File: src/rtl/escalonador_uart_jogo.sv
`default_nettype none
// ============================================================================
// Module   : escalonador_uart_jogo
// Brief    : Sequences one 7-byte ASCII game-status frame into a byte UART.
// Revision : 1.0 - initial release
// ============================================================================
module escalonador_uart_jogo (
  input  logic       clock,
  input  logic       reset,
  input  logic       enviar,
  input  logic [3:0] macro,
  input  logic [3:0] micro,
  input  logic [3:0] estado,
  input  logic [1:0] resultado_macro,
  input  logic [1:0] resultado_jogo,
  input  logic       tx_pronto,
  output logic [7:0] tx_dado,
  output logic       tx_partida,
  output logic       ocupado,
  output logic       fim_envio,
  output logic [2:0] db_estado
);

  typedef enum logic [2:0] {
    OCIOSO         = 3'd0,
    CARREGA        = 3'd1,
    ENVIA          = 3'd2,
    AGUARDA_ACEITE = 3'd3,
    AGUARDA_FIM    = 3'd4,
    CONCLUI        = 3'd5
  } estado_t;

  localparam logic [2:0] c_ULTIMO_INDICE = 3'd6;
  localparam logic [7:0] c_INICIO        = 8'h23;
  localparam logic [7:0] c_FIM_LINHA     = 8'h0A;
  localparam logic [7:0] c_ASCII_ZERO    = 8'h30;

  estado_t    r_estado_fsm;
  estado_t    w_prox_estado;
  logic [2:0] r_indice;
  logic [2:0] w_prox_indice;
  logic       r_pendente;
  logic       w_prox_pendente;

  logic [3:0] r_macro;
  logic [3:0] r_micro;
  logic [3:0] r_estado;
  logic [1:0] r_res_macro;
  logic [1:0] r_res_jogo;

  logic [7:0] w_byte;
  logic       w_em_envio;

  // Uppercase hex digit: 'A'..'F' is 0x37 + v for v >= 10.
  function automatic logic [7:0] hex_ascii(input logic [3:0] v);
    if (v < 4'd10) begin
      return c_ASCII_ZERO + {4'h0, v};
    end
    return 8'h37 + {4'h0, v};
  endfunction

  always_ff @(posedge clock or negedge reset) begin
    if (!reset) begin
      r_estado_fsm <= OCIOSO;
      r_indice     <= 3'd0;
      r_pendente   <= 1'b0;
      r_macro      <= 4'd0;
      r_micro      <= 4'd0;
      r_estado     <= 4'd0;
      r_res_macro  <= 2'd0;
      r_res_jogo   <= 2'd0;
    end else begin
      r_estado_fsm <= w_prox_estado;
      r_indice     <= w_prox_indice;
      r_pendente   <= w_prox_pendente;
      if (r_estado_fsm == CARREGA) begin
        r_macro     <= macro;
        r_micro     <= micro;
        r_estado    <= estado;
        r_res_macro <= resultado_macro;
        r_res_jogo  <= resultado_jogo;
      end
    end
  end

  always_comb begin
    w_prox_estado = r_estado_fsm;
    w_prox_indice = r_indice;
    tx_partida    = 1'b0;
    case (r_estado_fsm)
      // A leftover pending flag can only appear here if enviar arrived
      // during CONCLUI with no earlier request queued.
      OCIOSO: begin
        if (enviar || r_pendente) begin
          w_prox_estado = CARREGA;
        end
      end
      CARREGA: begin
        w_prox_indice = 3'd0;
        w_prox_estado = ENVIA;
      end
      ENVIA: begin
        if (tx_pronto) begin
          tx_partida    = 1'b1;
          w_prox_estado = AGUARDA_ACEITE;
        end
      end
      AGUARDA_ACEITE: begin
        if (!tx_pronto) begin
          w_prox_estado = AGUARDA_FIM;
        end
      end
      AGUARDA_FIM: begin
        if (tx_pronto) begin
          if (r_indice == c_ULTIMO_INDICE) begin
            w_prox_estado = CONCLUI;
          end else begin
            w_prox_indice = r_indice + 3'd1;
            w_prox_estado = ENVIA;
          end
        end
      end
      CONCLUI: begin
        w_prox_estado = r_pendente ? CARREGA : OCIOSO;
      end
      default: begin
        w_prox_estado = OCIOSO;
      end
    endcase
  end

  // A new request in the consuming cycle wins over the clear.
  always_comb begin
    w_prox_pendente = r_pendente;
    if ((r_estado_fsm == CONCLUI || r_estado_fsm == OCIOSO) && r_pendente) begin
      w_prox_pendente = 1'b0;
    end
    if (enviar && r_estado_fsm != OCIOSO) begin
      w_prox_pendente = 1'b1;
    end
  end

  always_comb begin
    w_byte = 8'h00;
    case (r_indice)
      3'd0:    w_byte = c_INICIO;
      3'd1:    w_byte = hex_ascii(r_macro);
      3'd2:    w_byte = hex_ascii(r_micro);
      3'd3:    w_byte = hex_ascii(r_estado);
      3'd4:    w_byte = c_ASCII_ZERO + {6'd0, r_res_macro};
      3'd5:    w_byte = c_ASCII_ZERO + {6'd0, r_res_jogo};
      3'd6:    w_byte = c_FIM_LINHA;
      default: w_byte = 8'h00;
    endcase
  end

  assign w_em_envio = (r_estado_fsm == ENVIA) ||
                      (r_estado_fsm == AGUARDA_ACEITE) ||
                      (r_estado_fsm == AGUARDA_FIM);

  assign tx_dado   = w_em_envio ? w_byte : 8'h00;
  assign ocupado   = (r_estado_fsm != OCIOSO);
  assign fim_envio = (r_estado_fsm == CONCLUI);
  assign db_estado = r_estado_fsm;

endmodule
`default_nettype wire
File: config.mk
export PLATFORM = sky130hd
export DESIGN_NAME = escalonador_uart_jogo
export DESIGN_NICKNAME = d
export VERILOG_FILES = /design/src/rtl/escalonador_uart_jogo.sv
export SDC_FILE = /design/constraint.sdc
export NUM_CORES = 1
export LEC_CHECK = 0
export ABC_CLOCK_PERIOD_IN_PS = 3490
export BUFFER_PORTS_ARGS = -buffer_cell sky130_fd_sc_hd__clkbuf_2
export CORE_MARGIN = 1
export CORE_UTILIZATION = 58
export CTS_CLUSTER_DIAMETER = 50
export CTS_CLUSTER_SIZE = 25
export DETAILED_ROUTE_END_ITERATION = 16
export GPL_TIMING_DRIVEN = 1
export HOLD_SLACK_MARGIN = 0.02
export PLACE_DENSITY = 0.84
export REMOVE_ABC_BUFFERS = 1
export SLEW_MARGIN = 25
export SYNTH_ARGS = -nofsm -noshare
export SYNTH_HDL_FRONTEND = slang
export SYNTH_SLANG_ARGS = --single-unit
File: constraint.sdc
create_clock -name clock -period 3.49 [get_ports clock]
set_input_delay 0.349 -clock clock [delete_from_list [all_inputs] [get_ports clock]]
set_output_delay 0.349 -clock clock [all_outputs]
set_load 0.005 [all_outputs]
==> impl_metrics.csv <==
group,metric,value,unit
clock_tree,htreeDepth,1,
global_route,grt_max_degree,25,
clock_tree,cts_buffers,3,
clock_tree,cts.reportedPaths.clkPinSlew,0.13,ns
drt,first_pass_iters,5,
timing,fin_setup_tns,0,ns
clock_tree,clk_path_buf_depth,2,
worst_setup_path,crit_path_max_incr_delay,0.64,ns
die,start_util,0.625,
drt,wl_per_cell,14.1,um
yosys,synth_ff_type,"dfrtp_1",
worst_setup_path,worstSetupEndpointType,"output pin",
pwr,p_int,0.793,mW
global_route,grt_remaining_overflow,0,
status,status,"complete, no violations",
drt,via_count,1488,
layout,syn_to_final_growth,10.6,%
die,num_rows,18,
timing,finalHoldViolCount,0,
clock_tree,ctsHoldBuffers,0,
clock_tree,cts_setup_buffers,0,
yosys,yosys.area.top_type,"dfrtp_1",
timing,setup_viol,0,
yosys,yosysTopAreaCellShare,0.365,
worst_setup_path,crit_path_start_kind,"register",
drt,drc,0,
global_route,grt_pass1_wl,5640,um
worst_setup_path,critPathMaxFanout,9,
die,die_x,54.1,um
yosys,synthCells,199,
drt,drtIter0Drc,55,
placement,hpwl,2670,um
clock_tree,postCtsResizedCells,0,
hold_path,hold_class,"in2async",
pwr,seq_power_share,0.375,
yosys,synth_cell_types,41,
timing,fin_skew,0.00626,ns
die,coreArea,0.00252,sq mm
global_route,grtUsageMet3,0.0311,
worst_setup_path,path_cells,"inv_2, ha_1, o41ai_4, a21oi_1, clkbuf_2",
drt,routed_wl,3610,um
yosys,synth_area,0.00158,sq mm
global_route,busiest_layer,"met2",
clock_tree,cts_root_buffer,"clkbuf_4",
pwr,p_clk_frac,0.083,
yosys,ys_seq_area_frac,0.365,
timing,fmax,0.392,GHz
global_route,antenna_found_initial,0,
placement,place.gp.congestion,0.935,
clock_tree,clkLatencyLatePin,0.32,ns
global_route,met1_usage,0.337,
timing,rsz0062_at_grt,"false",
layout,finalNetCount,255,
worst_setup_path,crit_family,"compound AO/OA/AOI/OAI gates",
clock_tree,cts_tree,"built",
timing,slew_violations,0,
drt,via_per_inst,5.81,
layout,antennaDiodeCount,0,
flow_run,max-cap-violations,0,
pwr,vdd_drop_max,0.585,mV
placement,portBuffers,32,
pwr,combPwrFrac,0.542,
pwr,p_per_area,886,mW/mm^2
yosys,ys_ff_latch,23,
yosys,ys_top_cells_by_area,"dfrtp_1, nand2_1, o21ai_0",
global_route,grt_usage,0.268,
worst_setup_path,path_buf_inv,2,
yosys,syn-mean-instance-area,7.92,sq um
die,ios,34,
timing,period_minus_slack,2.55,ns
pwr,p_leak,0.812,nW
timing,fin_crit_sh,0.732,
global_route,grt_pass1_vias,1335,
worst_setup_path,cp_slowest_cell,"o41ai_4",
clock_tree,cts_sinks,23,
timing,maxSlewHeadroom,0.438,
timing,worstMarginPinSlew,0.840,ns
yosys,synth-edff-count,0,
worst_setup_path,crit_required,3.14,ns
pwr,switching_power,0.751,mW
die,die_y,54.1,um
worst_setup_path,worstPathArrival,2.20,ns
pwr,power.share.switching,0.487,
yosys,synth-async-reset-ratio,1.00,
drt,antenna_left,0,
global_route,use_met2,0.451,
yosys,yosysWarnings,0,
pwr,total_power,1.54,mW
layout,drive_gt1_frac,0.195,
worst_setup_path,critical_path_class,"reg2out",
die,die_area,0.00293,sq mm
[area by class of cell]
cell class | count | area, sq um
Inverter | 10 | 37.5
Multi-Input combinational cell | 157 | 906
Fill cell | 236 | 779
Tap cell | 30 | 37.5
Timing Repair Buffer | 32 | 160
Sequential cell | 23 | 576
Clock buffer | 4 | 26.3
[worst register-to-register path, cell delays in order, from the launching register on]
cell	delay, ns
dfrtp_1	0.61
inv_1	0.19
nor3_4	0.74
o211ai_1	0.20
o21a_1	0.14
o32ai_1	0.11
[synth_stat cells (2+ instances only)]
library cell	count
nand2_1	52
dfrtp_1	23
o21ai_0	23
a21oi_1	15
nor2_1	10
inv_1	9
ha_1	8
nor3_1	6
buf_2	4
nor2b_1	4
buf_4	3
nand2_2	3
o211ai_1	3
xnor2_1	3
a211oi_1	2
and2_1	2
nand2b_1	2
nor3b_1	2
o21a_1	2
o32ai_1	2
[state kept, by name, indices dropped and copies added, names as in the netlist]
| signal | cells |
|---|---|
| db_estado | 3 |
| r_estado | 4 |
| r_indice | 3 |
| r_macro | 4 |
| r_micro | 4 |
| r_pendente | 1 |
| r_res_jogo | 2 |
| r_res_macro | 2 |
[per-layer routing]
metal,wire length [um],part of all wire,up-vias
met1,1630,0.45,702
met5,0,0,-
met2,1760,0.49,41
li1,-,-,738
met4,64,0.018,0
met3,154,0.043,7
[power groups by stage]
stage | sequential, mW | clock [mW] | combinational (mW)
after floorplan | 0.534 | 0 | 0.602
after global placement | 0.567 | 0 | 0.793
after detailed placement | 0.579 | 0 | 0.826
after CTS | 0.572 | 0.132 | 0.831
after global routing | 0.603 | 0.140 | 0.947
final | 0.578 | 0.129 | 0.837
[layout by cell type, fill, tap and decap left out, drive strengths merged, types with 3 or more instances in the layout]
| master | count |
|---|---|
| a21oi | 15 |
| clkbuf | 36 |
| dfrtp | 23 |
| ha | 8 |
| inv | 10 |
| nand2 | 55 |
| nor2 | 11 |
| nor2b | 4 |
| nor3 | 7 |
| o211ai | 3 |
| o21ai | 24 |
| xnor2 | 3 |
[per-stage QoR]
stage                     utilization  worst slack, ns  area, sq um  hold WS, ns  std cells
after floorplan                     -             1.67         1520       0.0534        190
after global placement          0.681             1.45         1720        0.363        252
after detailed placement        0.681             1.33         1720        0.382        252
after CTS                       0.691            0.961         1740       0.0206        256
after global routing            0.691            0.808         1740       0.0562        256
final                           0.691            0.936         1740      0.00422        256
[worst paths after layout]
kind / startpoint / end / slack (ns) / cells past startpoint
worst max-delay path: r_indice[2] / tx_dado[3] / 0.94 / 5
worst min-delay path: reset / r_micro[0] / 0.004 / 1
worst max register to register: db_estado[0] / r_indice[1] / 1.40 / 5
worst min register to register: r_res_jogo[1] / r_res_jogo[1] / 0.52 / 2
max in group asynchronous: reset / r_indice[0] / 3.10 / 1
min in group clock: resultado_jogo[0] / r_res_jogo[0] / 0.21 / 3
[cells by family after synthesis]
kind of cell | count (synthesis) | share of synthesized area
buffers and inverters | 19 | 0.0603
AOI/OAI and AO/OA | 58 | 0.237
other | 1 | 0.00238
adders and majority gates | 8 | 0.0635
DFF | 23 | 0.365
xor gates and xnor gates | 3 | 0.0167
and+or+nand+nor | 87 | 0.256
(Power assumes the default switching activity.)
